$ cat src/rtl/pwm_multi_ch.sv
// pwm_multi_ch: multi-channel PWM with shadowed duties and edge/center-aligned counting
module pwm_multi_ch #(
  parameter int WIDTH = 10,
  parameter int NCH = 4,
  localparam int CHW = (NCH > 1) ? $clog2(NCH) : 1
) (
  input  logic             clk,
  input  logic             rst_n,
  input  logic             en,
  input  logic             mode,
  input  logic             wr_en,
  input  logic [CHW-1:0]   wr_ch,
  input  logic [WIDTH-1:0] wr_duty,
  output logic [NCH-1:0]   PWM_sig,
  output logic             period_end,
  output logic             upd_pending
);
  localparam logic [WIDTH-1:0] MAX = '1;
  logic [WIDTH-1:0] cnt;
  logic [WIDTH-1:0] shadow [NCH];
  logic [WIDTH-1:0] active [NCH];
  logic dir, amode, acc, boundary, reload;
  assign acc = wr_en && ({1'b0, wr_ch} < (CHW+1)'(NCH));
  assign boundary = amode ? (dir && cnt == WIDTH'(1)) : (cnt == MAX);
  assign reload = !en || boundary;
  // period counter: holds at 0 while disabled, restarts from 0 at each boundary
  always_ff @(posedge clk or negedge rst_n) begin
    if (!rst_n) begin
      cnt <= '0;
      dir <= 1'b0;
    end else if (reload) begin
      cnt <= '0;
      dir <= 1'b0;
    end else if (!amode || !dir) begin
      cnt <= (amode && cnt == MAX) ? MAX - WIDTH'(1) : cnt + WIDTH'(1);
      dir <= amode && cnt == MAX;
    end else begin
      cnt <= cnt - WIDTH'(1);
    end
  end
  // shadow duties take writes; active duties and mode reload at boundaries or while idle
  always_ff @(posedge clk or negedge rst_n) begin
    if (!rst_n) begin
      for (int i = 0; i < NCH; i++) begin
        shadow[i] <= '0;
        active[i] <= '0;
      end
      amode <= 1'b0;
    end else begin
      if (acc) shadow[wr_ch] <= wr_duty;
      for (int i = 0; i < NCH; i++) active[i] <= reload ? shadow[i] : active[i];
      amode <= reload ? mode : amode;
    end
  end
  // registered outputs compare the pre-edge count against the pre-edge active duty
  always_ff @(posedge clk or negedge rst_n) begin
    if (!rst_n) begin
      PWM_sig <= '0;
      period_end <= 1'b0;
      upd_pending <= 1'b0;
    end else begin
      for (int i = 0; i < NCH; i++) PWM_sig[i] <= en && (cnt < active[i]);
      period_end <= en && boundary;
      upd_pending <= acc || (upd_pending && !reload);
    end
  end
endmodule

$ cat config.mk
export PLATFORM = sky130hd
export DESIGN_NAME = pwm_multi_ch
export DESIGN_NICKNAME = d
export VERILOG_FILES = /design/src/rtl/pwm_multi_ch.sv
export SDC_FILE = /design/constraint.sdc
export NUM_CORES = 1
export LEC_CHECK = 0
export BUFFER_PORTS_ARGS = -buffer_cell sky130_fd_sc_hd__buf_2
export CAP_MARGIN = 5
export CORE_MARGIN = 8
export CORE_UTILIZATION = 35
export DETAILED_ROUTE_END_ITERATION = 10
export PLACE_DENSITY = 0.53
export SYNTH_ARGS = -nofsm -noshare
export SYNTH_HDL_FRONTEND = slang
export SYNTH_SLANG_ARGS = --single-unit
$ cat constraint.sdc
create_clock -name clk -period 4.4 [get_ports clk]
set_input_delay 0.88 -clock clk [delete_from_list [all_inputs] [get_ports clk]]
set_output_delay 0.88 -clock clk [all_outputs]
set_load 0.01 [all_outputs]
Yosys cells after proc, flatten, opt, wreduce, memory -nomap -nowiden
Cells that the tools add are included.
{"block": "classes", "add_sub_neg": 2, "n_lt_le_gt_ge": 6, "n_eq_ne": 2, "mux": 9, "bitwise_logic": 1, "reduce_logical": 17}
{"operator": "40-bit bitwise mux", "n": 1}
{"operator": "10-bit < comparator", "n": 4}
{"operator": "10-bit two-way mux", "n": 4}
{"operator": "10-bit demux with 2-bit select", "n": 1}
{"operator": "10-bit by 1-bit adder with 10-bit output, second input constant", "n": 1}
{"operator": "10-bit by 1-bit equality test with 1-bit output, second input constant", "n": 1}
{"operator": "10-bit equality test, second input constant", "n": 1}
{"operator": "10-bit by 1-bit subtractor with 10-bit output, second input constant", "n": 1}
{"operator": "1-bit logical AND", "n": 9}
{"operator": "1-bit zero test", "n": 4}
{"operator": "3-bit greater-or-equal comparator, second input constant", "n": 1}
{"operator": "1-bit logical OR", "n": 3}
{"operator": "3-bit by 1-bit < comparator with 1-bit output, second input constant", "n": 1}
{"operator": "1-bit two-way mux", "n": 3}
{"operator": "2-bit NOT with 3-bit output", "n": 1}
{"operator": "2-bit nonzero test", "n": 1}
{"block": "word_totals", "reg_bits": 98, "inputBits": 17, "out_inout_bits": 6, "elab_cells": 51}

Depth between registers and ports, before layout
{"block": "logic_depth", "word_depth": 7, "mapped_depth": 8, "depth_no_buf": 7}

Worst setup path before layout
No wires, ideal clock.
{"block": "synth_path", "path_type": "flip-flop to flip-flop", "start": "register cnt[1]", "end": "register active[13] (netlist name)", "setup_time_ps": 125, "arrival_ps": 2025, "required_time_ps": 4275, "slack_ps": 2251, "stages_incl_launch_ff": 7, "n_path_buf": 1, "period_less_slack_ps": 2149, "cell_sequence": "dfrtp_1 ha_1 and3_1 and3_4 a221oi_4 buf_6 mux2_2"}
{"block": "synth_between", "elab_chain_cells": 4, "word_cells_on_any_way": 5, "cone_classes": "2 x eq/ne; 1 x mux; 2 x reduce/logical"}
{"item": "from (decl)", "line_no": "19", "rtl": "logic [WIDTH-1:0] cnt;"}
{"item": "from (signal assigned)", "line_no": "35", "rtl": "cnt <= (amode && cnt == MAX) ? MAX - WIDTH'(1) : cnt + WIDTH'(1);"}
{"item": "from (signal assigned)", "line_no": "38", "rtl": "cnt <= cnt - WIDTH'(1);"}
{"item": "10-bit by 1-bit equality test with 1-bit output", "line_no": "24", "rtl": "assign boundary = amode ? (dir && cnt == WIDTH'(1)) : (cnt == MAX);"}
{"item": "1-bit logical AND", "line_no": "24"}
{"item": "1-bit two-way mux (*)", "line_no": "24"}
{"item": "1-bit logical OR (*)", "line_no": "25", "rtl": "assign reload = !en || boundary;"}
{"item": "to (signal, indexed assignment)", "line_no": "46", "rtl": "active[i] <= '0;"}
{"item": "to (decl)", "line_no": "21", "rtl": "logic [WIDTH-1:0] active [NCH];"}
Every way passes the cells marked *; elsewhere a longest branch is shown, timed or not.
A chain may end at the register's enable or synchronous reset.

Final worst setup path
{"block": "layout_path", "start": "register cnt[1]", "end": "register active[10] (netlist name)"}
Same word-level chain as after synthesis.

==> results.md <==
* Startpoint types: register
* Vias per inst at 5.08
* CTS-repair resized insts at 0
* Slowest cell on crit path: a221oi_4
* Unrepaired setup endpoints after global routing: no
* DR WL met3 at 392 um
* Post-Syn Area at 0.00500 sq mm
* Die Width at 136 um
* Final period util at 0.656
* Crit Path Max Fanout at 32
* Post-CTS setup buffers at 0
* HP Class: reg -> reg
* R2R Path Start: cnt[1]
* WL met1 at 4840 um
* Most common cell after layout, fill and taps aside: dfrtp_1
* Post-synth net total at 469
* Yosys cell types at 48
* Total gr overflow at 0
* Register-to-Register Path Depth at 6
* Critical path arrival at 3120 ps
* Hold Path End: active[34]
* Post-route cell area at 0.00558 sq mm
* Slew Limit Fails at 0
* Clk_skew at 9.68 ps
* Antenna Cells at 0
* Routed wl met2 at 4720 um
* TritonCTS Buffers at 9
* PortBufs at 22
* Via count at 3,155
* Rows at 43
* Most frequent cells in the layout: 98 x dfrtp_1, 67 x mux2_2, 45 x inv_1
* Core ar. at 0.0139 sq mm
* Slew HR at 0.331
* Minimum clock period at 2890 ps
* TritonCTS clock tree: done
* Max Clk Rate at 347 MHz
* RePlAce Congestion at 0.869
* Highest metal used: met4
* Fin nets at 492
* VDD IR max at 0.000163 V
* Top FF cell, synth: dfrtp_1
* Final Util at 0.401
* Worst flop-to-flop path endpoint: active[10]
* Starting DRC count in detailed routing at 144
* CP Capture Type: register
* Antenna Nets Post-Route at 0
* Die area at 0.0184 sq mm
* DRC at 0
* Clock transition at path regs at 70 ps
* Top delay family on crit path: compound AO/OA/AOI/OAI gates
* Setup TNS at 0 ps
* Final Hold Viols at 0
* Hold WS at 490 ps
* # IOs at 23
* Clk buf depth at 2
* Yosys reg bits at 98
* Post-synth top area share at 0.490
* Largest cells by area after synthesis: dfrtp_1 49%, mux2_2 15%, ha_1 9.8%
* Clock insertion delay at the later pin of the skew report at 350 ps
* Flop-to-flop setup slack at 1510 ps
* Global-route wire length before repair at 17,100 um
* Number of global-route vias before repair at 3,338
* Initial antenna violation count at 0
* Avg Cell Area, Syn at 12.1 sq um
* Synth Instances at 413
* WS Path Type: reg -> reg
* Hold Crit Depth at 1
* Most area-hungry cell type in the Yosys netlist: dfrtp_1
* Root Buffer: clkbuf_16
* Worst hold start: shadow[34]
* Post-DP HPWL at 7460 um
* Pwr/cell area at 421 mW/mm^2
* MaxCap Viol Count at 0
* Gr usage total at 0.120
* Vert. Die Dim at 136 um
* CTS H-tree depth at 3
* Warnings, synthesis at 0
* CP required at 4630 ps
* Leak Pwr at 2.59 nW
* Crit-path max cell delay at 630 ps
* Post-synth ARST share at 1.00
* Run status: complete, no violations
* Critical path buffers and inverters at 1
* DR WL/cell at 16.3 um
* Pre-antenna DRT Iters at 4
* Register area share after synthesis at 0.490
* Number of synthesized flops with an enable pin at 0
* Critical path cell sequence: ha_1 > and3_1 > and3_4 > a221oi_4 > buf_4 > mux2_2
* Final WL at 10,100 um
* Pin count of the biggest net entering global routing at 80
* Area growth from synthesis to layout at 11.7%
* Endpoints failing setup at 0
* Slew @ Worst Pin at 1000 ps
* Initial core utilization at 0.359
* DP Area at 0.00528 sq mm
* Hold buffer count at CTS at 0
* Layout cells sized above 1 at 0.261
* Sink Count at 98
metrics by stage:
step                setup slack (ps)  cells  total power, W
floorplan                       2250    413         0.00144
global placement                1570    605         0.00157
detailed placement              1470    605         0.00159
CTS                             1460    621         0.00239
global route                    1320    621         0.00249
finish                          1510    621         0.00235
sequential cells by signal, summed over array words and instances (netlist names):
| register | flops |
|---|---|
| active | 40 |
| shadow | 40 |
| cnt | 10 |
| PWM_sig | 4 |
| amode | 1 |
| dir | 1 |
| period_end | 1 |
| upd_pending | 1 |
worst max path at each step:
stage	cells past startpoint	to	startpoint	slack, ps
after detailed placement	6	active[18]	cnt[0]	1470
after floorplan	6	active[13]	cnt[1]	2250
after global placement	6	active[28]	cnt[0]	1570
after global routing	6	active[11]	cnt[1]	1320
after CTS	6	active[2]	cnt[0]	1460
final	6	active[10]	cnt[1]	1510
cell type report:
class,count,area (sq um)
Fill cell,1357,8350
Sequential cell,98,2450
Multi-Input combinational cell,257,2300
Clock buffer,9,225
Tap cell,180,225
Inverter,45,169
Timing Repair Buffer,25,135
Clock inverter,7,76.3
power by group:
group          total [W]  leakage, nW  switching (W)  internal [W]
logic           0.000398         1.28       0.000186      0.000212
clock network   0.000792        0.142       0.000348      0.000444
registers        0.00116         1.18      0.0000930       0.00107
cells in the mapped netlist (2+ instances only):
cell and count:
o21ai_0 3, buf_6 4, mux2_1 14, o21a_1 8, clkbuf_1 5, a2111oi_0 4
nand3_1 8, and2_1 3, ha_1 39, nor2_1 11, and4_1 2, a211oi_1 5
and3_1 3, nand3b_1 3, buf_2 3, o211ai_1 13, a31oi_1 2, nor3_1 3
a21o_1 7, mux2_2 67, nand2b_1 10, inv_1 45, nand4_1 2, nand2_1 16
dfrtp_1 98, a21oi_1 13
metal layers:
layer	track usage	vias up
met5	0	-
met4	0.0500	0
met3	0.0323	17
met2	0.187	53
met1	0.155	1560
li1	-	1525
cell families (layout without fill, tap and decap cells):
family | Yosys count | count (layout) | share of synthesized area
mux | 81 | 81 | 0.182
compound gates | 69 | 69 | 0.104
buf+inv | 58 | 86 | 0.0503
flops | 98 | 98 | 0.490
simple gates | 68 | 68 | 0.0753
fa+ha+maj | 39 | 39 | 0.0976
Note: power is estimated with default switching activity, not from simulation.
